File: config.mk
export PLATFORM = sky130hd
export DESIGN_NAME = reg_scan4
export DESIGN_NICKNAME = d
export VERILOG_FILES = /design/src/rtl/reg_scan4_pkg.sv /design/src/rtl/reg_scan4_next_unmasked4.sv /design/src/rtl/reg_scan4.sv
export SDC_FILE = /design/constraint.sdc
export NUM_CORES = 1
export LEC_CHECK = 0
export ABC_AREA = 0
export BUFFER_PORTS_ARGS = -buffer_cell sky130_fd_sc_hd__buf_4
export CAP_MARGIN = 30
export CORE_MARGIN = 3
export CORE_UTILIZATION = 53
export DETAILED_ROUTE_END_ITERATION = 8
export PLACE_DENSITY = 0.83
export SKIP_LAST_GASP = 1
export SYNTH_ARGS = -nofsm -noshare
export SYNTH_HDL_FRONTEND = slang
export SYNTH_SLANG_ARGS = --single-unit
export TNS_END_PERCENT = 50
File: constraint.sdc
create_clock -name Clk -period 3.63 [get_ports Clk]
set_input_delay 0 -clock Clk [delete_from_list [all_inputs] [get_ports Clk]]
set_output_delay 0 -clock Clk [all_outputs]
set_load 0.02 [all_outputs]
File: src/rtl/reg_scan4_pkg.sv
// Shared constants for the four-entry register bank and its scan sequencer.
package reg_scan4_pkg;

  localparam int unsigned NUM_ENTRIES = 4;
  localparam int unsigned IDX_W       = 2;

  typedef enum logic {
    IDLE = 1'b0,
    SCAN = 1'b1
  } state_t;

endpackage

File: src/rtl/reg_scan4_next_unmasked4.sv
// Finds the next set mask bit strictly above cur, or the lowest set bit when first is asserted.
module next_unmasked4
  import reg_scan4_pkg::*;
(
  input  logic [NUM_ENTRIES-1:0] mask,
  input  logic [IDX_W-1:0]       cur,
  input  logic                   first,
  output logic [IDX_W-1:0]       nextIdx,
  output logic                   found
);

  always_comb begin
    nextIdx = '0;
    found   = 1'b0;
    for (int i = 0; i < int'(NUM_ENTRIES); i++) begin
      if (!found && mask[i] && (first || (i > int'(cur)))) begin
        found   = 1'b1;
        nextIdx = IDX_W'(i);
      end
    end
  end

endmodule

File: src/rtl/reg_scan4.sv
// Four-entry register bank plus round-robin scan sequencer driving a downstream 4:1 mux select.
module reg_scan4
  import reg_scan4_pkg::*;
#(
  parameter int unsigned INPUT_BIT_WIDTH = 8,
  parameter int unsigned BUS_WIDTH       = 2
) (
  input  logic                       Clk,
  input  logic                       Reset,
  input  logic                       WriteEnable,
  input  logic [BUS_WIDTH-1:0]       WriteAddr,
  input  logic [INPUT_BIT_WIDTH-1:0] WriteData,
  input  logic                       Start,
  input  logic [NUM_ENTRIES-1:0]     Mask,
  input  logic                       Ready,
  output logic [INPUT_BIT_WIDTH-1:0] OutputA,
  output logic [INPUT_BIT_WIDTH-1:0] OutputB,
  output logic [INPUT_BIT_WIDTH-1:0] OutputC,
  output logic [INPUT_BIT_WIDTH-1:0] OutputD,
  output logic [BUS_WIDTH-1:0]       Select,
  output logic                       Valid,
  output logic                       Busy,
  output logic                       Done,
  output logic                       WriteError
);

  state_t                 state;
  logic [NUM_ENTRIES-1:0] maskReg;
  logic [NUM_ENTRIES-1:0] searchMask;
  logic                   searchFirst;
  logic [IDX_W-1:0]       nextIdx;
  logic                   nextFound;

  // One search unit serves both scan start (live Mask) and stepping (latched mask).
  assign searchFirst = (state == IDLE);
  assign searchMask  = searchFirst ? Mask : maskReg;

  next_unmasked4 u_next (
    .mask    (searchMask),
    .cur     (IDX_W'(Select)),
    .first   (searchFirst),
    .nextIdx (nextIdx),
    .found   (nextFound)
  );

  always_ff @(posedge Clk or posedge Reset) begin
    if (Reset) begin
      state      <= IDLE;
      maskReg    <= '0;
      OutputA    <= '0;
      OutputB    <= '0;
      OutputC    <= '0;
      OutputD    <= '0;
      Select     <= '0;
      Valid      <= 1'b0;
      Busy       <= 1'b0;
      Done       <= 1'b0;
      WriteError <= 1'b0;
    end else begin
      Done       <= 1'b0;
      WriteError <= 1'b0;

      // Bank is frozen while a scan is draining it.
      if (WriteEnable) begin
        if (state == SCAN) begin
          WriteError <= 1'b1;
        end else begin
          case (WriteAddr)
            BUS_WIDTH'(0): OutputA <= WriteData;
            BUS_WIDTH'(1): OutputB <= WriteData;
            BUS_WIDTH'(2): OutputC <= WriteData;
            default:       OutputD <= WriteData;
          endcase
        end
      end

      case (state)
        IDLE: begin
          if (Start) begin
            if (nextFound) begin
              maskReg <= Mask;
              Select  <= BUS_WIDTH'(nextIdx);
              Valid   <= 1'b1;
              Busy    <= 1'b1;
              state   <= SCAN;
            end else begin
              Done <= 1'b1;
            end
          end
        end
        SCAN: begin
          if (Valid && Ready) begin
            if (nextFound) begin
              Select <= BUS_WIDTH'(nextIdx);
            end else begin
              Valid <= 1'b0;
              Busy  <= 1'b0;
              Done  <= 1'b1;
              state <= IDLE;
            end
          end
        end
        default: state <= IDLE;
      endcase
    end
  end

endmodule

# Word level (Yosys, flattened, before mapping)
# Index checks and enable logic that the tools add are counted.
[totals] register_bits=42 out_inout_bits=38
[op_classes] magnitude_cmp=3 eq_ne=6 mux=27 n_bitwise=2 reduce_logical=23
[op_table] op="$mux 1" count=17
[op_table] op="$reduce_and 3->1" count=5
[op_table] op="$mux 2" count=5
[op_table] op="$logic_and 1x1->1" count=8
[op_table] op="$ne 2x2->1 const B" count=3
[op_table] op="$pmux 1 s2" count=3
[op_table] op="$gt 2x2->1 const A" count=2
[op_table] op="$mux 4" count=1
[op_table] op="$pmux 2 s2" count=1
[op_table] op="$reduce_and 4->1" count=1
[op_table] op="$logic_not 1->1" count=3
[op_table] op="$logic_or 1x1->1" count=3
[op_table] op="$reduce_or 3->1" count=1
[op_table] op="$eq 2x1->1 const B" count=1
[op_table] op="$eq 2x2->1 const B" count=1
[op_table] op="$gt 1x2->1 const A" count=1
[op_table] op="$logic_not 2->1" count=1
[op_table] op="$ne 2x1->1 const B" count=1
[op_table] op="$not 1->1" count=2
[op_table] op="$reduce_and 2->1" count=1

# Depth between registers and ports, before layout
[logic_depth] ltp_word=18 depth_mapped=4

# Hierarchy
# Synthesis repeated with hierarchy kept, for this count alone.
[unflattened] cells_unflattened=121 area_unflattened_um2=1771.7
[modules_own_cells] module="reg_scan4" n_inst=1 cells_per_inst=107 area_each_um2=1684.1 seq_area_each_um2=1051.0
[modules_own_cells] module="next_unmasked4" n_inst=1 cells_per_inst=14 area_each_um2=87.6 seq_area_each_um2=0.0

# Worst setup path after synthesis
# OpenSTA, ideal clock, no wires.
[synth_path] path_type="register to register" start="register Select[1]" end="register maskReg[3]" setup_ns=0.125 arrival_ns=1.512 required_ns=3.505 setup_slack_ns=1.993 stages_incl_launch_ff=5 synth_period_minus_slack_ns=1.637 path_cell_list="dfrtp_1 > or3b_1 > a21oi_2 > o21ai_2 > mux2_4"
[synth_via] elab_chain_len=13
[synth_lines] item="from (decl)" line_no="reg_scan4.sv:20" text="output logic [BUS_WIDTH-1:0] Select,"
[synth_lines] item="from (signal assigned)" line_no="reg_scan4.sv:82" text="Select <= BUS_WIDTH'(nextIdx);"
[synth_lines] item="from (signal assigned)" line_no="reg_scan4.sv:94" text="Select <= BUS_WIDTH'(nextIdx);"
[synth_lines] item="$gt 1x2->1" line_no="reg_scan4_next_unmasked4.sv:16" text="if (!found && mask[i] && (first || (i > int'(cur)))) begin"
[synth_lines] item="$logic_or 1x1->1" line_no="reg_scan4_next_unmasked4.sv:16"
[synth_lines] item="$logic_and 1x1->1" line_no="reg_scan4_next_unmasked4.sv:16"
[synth_lines] item="$mux 1" line_no="reg_scan4_next_unmasked4.sv:16"
[synth_lines] item="$logic_not 1->1" line_no="reg_scan4_next_unmasked4.sv:16"
[synth_lines] item="$logic_and 1x1->1 (2 in series)" line_no="reg_scan4_next_unmasked4.sv:16"
[synth_lines] item="$mux 1" line_no="reg_scan4_next_unmasked4.sv:16"
[synth_lines] item="$logic_not 1->1" line_no="reg_scan4_next_unmasked4.sv:16"
[synth_lines] item="$logic_and 1x1->1 (2 in series)" line_no="reg_scan4_next_unmasked4.sv:16"
[synth_lines] item="$mux 1 (*)" line_no="reg_scan4_next_unmasked4.sv:16"
[synth_lines] item="$reduce_and 3->1 (no line) (*)"
[synth_lines] item="to (signal assigned)" line_no="reg_scan4.sv:81" text="maskReg <= Mask;"
[synth_lines] item="to (decl)" line_no="reg_scan4.sv:28" text="logic [NUM_ENTRIES-1:0] maskReg;"
# Every way passes the cells marked *; elsewhere a longest branch is shown, timed or not.
# A chain may end at the register's enable or synchronous reset.

# Worst setup path in the final report
[layout_path] start="register state" end="register state"
[layout_via] elab_chain_len=18
[layout_lines] item="from (decl)" line_no="reg_scan4.sv:27" text="state_t state;"
[layout_lines] item="from (signal assigned)" line_no="reg_scan4.sv:48" text="state <= IDLE;"
[layout_lines] item="from (signal assigned)" line_no="reg_scan4.sv:85" text="state <= SCAN;"
[layout_lines] item="from (signal assigned)" line_no="reg_scan4.sv:99" text="state <= IDLE;"
[layout_lines] item="$mux 4 or $not 1->1 (tied branches)"
[layout_lines] item="$logic_and 1x1->1" line_no="reg_scan4_next_unmasked4.sv:16"
[layout_lines] item="$mux 1" line_no="reg_scan4_next_unmasked4.sv:16"
[layout_lines] item="$logic_not 1->1" line_no="reg_scan4_next_unmasked4.sv:16"
[layout_lines] item="$logic_and 1x1->1 (2 in series)" line_no="reg_scan4_next_unmasked4.sv:16"
[layout_lines] item="$mux 1" line_no="reg_scan4_next_unmasked4.sv:16"
[layout_lines] item="$logic_not 1->1" line_no="reg_scan4_next_unmasked4.sv:16"
[layout_lines] item="$logic_and 1x1->1 (2 in series)" line_no="reg_scan4_next_unmasked4.sv:16"
[layout_lines] item="$mux 1" line_no="reg_scan4_next_unmasked4.sv:16"
[layout_lines] item="$logic_not 1->1" line_no="reg_scan4_next_unmasked4.sv:16"
[layout_lines] item="$logic_and 1x1->1 (2 in series)" line_no="reg_scan4_next_unmasked4.sv:16"
[layout_lines] item="$mux 1" line_no="reg_scan4_next_unmasked4.sv:16"
[layout_lines] item="$mux 1" line_no="reg_scan4.sv:80, reg_scan4.sv:93"
[layout_lines] item="$mux 1, on equally long branches" line_no="reg_scan4.sv:92, reg_scan4.sv:79"
[layout_lines] item="$pmux 1 s2 (*)" line_no="reg_scan4.sv:77" text="case (state)"
# Marked as above.

==> flow_metrics.py <==
metrics = {
    "timing": {
        "max_freq_mhz": 475.0,
        "whs_ns": 0.1077,
        "min_period_over_period": 0.5799,
        "fin_skew_ns": 0.009900,
        "slew-limit-headroom": 0.5640,
        "timing.setup.tns_ns": 0,
        "worst_pin_slew_ns": 0.6512,
        "layout_min_cycle_time_ns": 2.105,
        "rsz0062_at_grt": "false",
        "finalHoldViolCount": 0,
        "setup_viol": 0,
        "slew_viol_final": 0,
    },
    "placement": {
        "globalplace.congestion": 0.8982,
        "dp_hpwl_um": 2700,
        "numPortBuffers": 56,
        "placedInstanceArea_um2": 2185,
        "place_inst": 213,
    },
    "clock_tree": {
        "post-cts-setup-buffers": 0,
        "cts.sinks": 41,
        "cts.clk_slew.worst_paths_ns": 0.10,
        "cts-resized-gates": 0,
        "htree_levels": 2,
        "hold_buffers": 15,
        "clock-root-buffer": "clkbuf_4",
        "cts_tree": "built",
        "clockBufferDepth": 2,
        "cts_buffers": 5,
        "clock_latency_ns": 0.34,
    },
    "global_routing": {
        "grt_use_total": 0.2086,
        "grt_antenna_before_repair": 0,
        "grt_pass1_wl_um": 6265,
        "grt_overflow": 0,
        "grt_pass1_vias": 1289,
        "grt_start_max_net_pins": 42,
    },
    "run": {
        "cap_violations": 0,
    },
    "finish": {
        "stdcell_count": 235,
        "synthToLayoutAreaGrowth_pct": 40.13,
        "n_antenna_cell": 0,
        "drive_above_1_share": 0.5389,
        "final_nets": 212,
        "final_cell_area_um2": 2390,
    },
    "floorplan": {
        "die_area_um2": 3934,
        "std_cell_rows": 19,
        "die_x_um": 62.73,
        "pin_count": 57,
        "core_area_um2": 2900,
        "die_h_um": 62.73,
        "start_util": 0.5880,
    },
    "worst_setup_path": {
        "r2r-end": "state$_DFF_PP0_",
        "crit_start": "state$_DFF_PP0_",
        "worst_setup_path_start_kind": "flip-flop",
        "critical_path.endpoint_type": "flip-flop",
        "reg2reg_slack_ns": 1.52,
        "critical_path_required_ns": 3.90,
        "reg2reg_from": "state$_DFF_PP0_",
        "endpoint": "state$_DFF_PP0_",
        "path_max_fanout": 15,
        "crit_type": "flip-flop to flip-flop",
        "reg2reg_depth": 5,
        "cp.arrival_ns": 2.38,
    },
    "synthesis": {
        "synth_edf_count": 0,
        "seq_area_frac_synth": 0.6016,
        "synth_ff_type": "dfrtp_1",
        "ys_warn_count": 0,
        "synth_simple_gate_area_frac": 0.06750,
        "netlist_area_um2": 1705,
        "synth_xor_area_frac": 0,
        "synth_seq_cells": 41,
        "synth_nets": 135,
        "synth_compound_area_frac": 0.07043,
        "yosys.area_share.adder": 0,
        "synth_cells": 116,
        "yosysUniqueCellTypes": 33,
        "synth_mux_area_frac": 0.2326,
        "synthArstFlopShare": 1.000,
        "synth_top_family_by_area": "multiplexers",
        "synth.avg_cell_area_um2": 14.70,
    },
    "pwr": {
        "ir_drop_uv": 474.7,
        "power.density_nw_per_um2": 780.9,
        "p_leak_nw": 1.163,
    },
    "run_status": {
        "status": "complete, no violations",
    },
    "hold_path": {
        "hold_path.class": "input port to flip-flop",
        "hold_path.startpoint": "WriteAddr[0]",
    },
    "route": {
        "routed_via_density": 5.251,
        "vias": 1234,
        "wl_per_cell_um": 15.97,
        "drc": 0,
        "drtPass1Iterations": 4,
        "drt-initial-drc-count": 37,
        "wirelength_um": 3752,
        "ant_nets": 0,
    },
}
==> logic make-up (layout without fill, tap and decap cells) <==
family / after synthesis / after routing
flip-flops: 41 / 41
multiplexers: 35 / 35
AO/OA/AOI/OAI: 16 / 16
AND/OR/NAND/NOR: 15 / 15
buffers and inverters: 9 / 86
==> cell usage in the layout (no fill, tap or decap), types with 2 or more instances in the layout <==
cell / instances
inv_1: 5
nor2_1: 2
dlygate4sd3_1: 15
clkbuf_4: 5
a21oi_1: 3
nor3_1: 2
nor4bb_2: 2
and2_1: 2
a31oi_1: 2
mux2_2: 32
dfrtp_1: 41
buf_4: 59
==> power by group <==
part           internal (mW)  switching, mW
Combinational          0.430          0.433
Sequential             0.645          0.137
Clock                 0.0916          0.130
Total                   1.17          0.700
==> flip-flops by register name, indices dropped and copies added, names as in the netlist <==
name	flops
OutputA	8
OutputB	8
OutputC	8
OutputD	8
maskReg	3
Select	2
Busy	1
Done	1
WriteError	1
state	1
==> critical path, stage by stage (launching register included) <==
cell and delay [ns]:
dfrtp_1 0.68, nor3_1 0.13, a31oi_1 0.36, nor2_1 0.11
a31oi_1 0.20, dlygate4sd3_1 0.57
==> area by class of cell <==
type	instances	area, µm²
clock buffers	7	55.05
fillers	177	510.5
inverters	5	18.77
multi-input cells	66	644.4
flip-flops and latches	41	1026
well taps	42	52.55
repair buffers	74	593.1
==> through the flow <==
stage                     utilization  setup WS, ns  power, mW
after floorplan                     -         1.993      1.265
after global placement         0.7532         1.868      1.610
after global routing           0.8240         1.292      1.979
after detailed placement       0.7532         1.825      1.642
after CTS                      0.8240         1.589      1.877
final                          0.8240         1.525      1.866
==> layer usage <==
layer / part of all wire / GRT usage / wire length (µm)
met1: 0.43 / 0.2581 / 1618
met2: 0.51 / 0.3449 / 1911
met3: 0.050 / 0.07374 / 189
met4: 0.0088 / 0.06061 / 33
met5: 0 / 0 / 0
==> how the worst min path moves through the flow <==
| stage | slack, ns | cells after the start | to |
|---|---|---|---|
| finish | 0.11 | 3 | OutputC[5]$_DFFE_PP0P_ |
| global route | 0.09 | 3 | OutputC[3]$_DFFE_PP0P_ |
| CTS | 0.09 | 3 | OutputB[5]$_DFFE_PP0P_ |
| detailed placement | 0.15 | 3 | Busy$_DFFE_PP0P_ |
| global placement | 0.15 | 3 | Done$_DFF_PP0_ |
| floorplan | 0.1 | 1 | state$_DFF_PP0_ |
==> Yosys cell counts, types with 2 or more instances <==
library cell / number / area [µm²]
nor2_1: 2 / 7.510
mux2_2: 32 / 360.4
a21oi_1: 3 / 15.01
inv_1: 5 / 18.77
nor3_1: 2 / 10.01
and2_1: 2 / 12.51
nor4bb_1: 2 / 20.02
a31oi_1: 2 / 12.51
buf_2: 2 / 10.01
dfrtp_1: 41 / 1026
No activity file was read; power rests on OpenSTA's default activity.
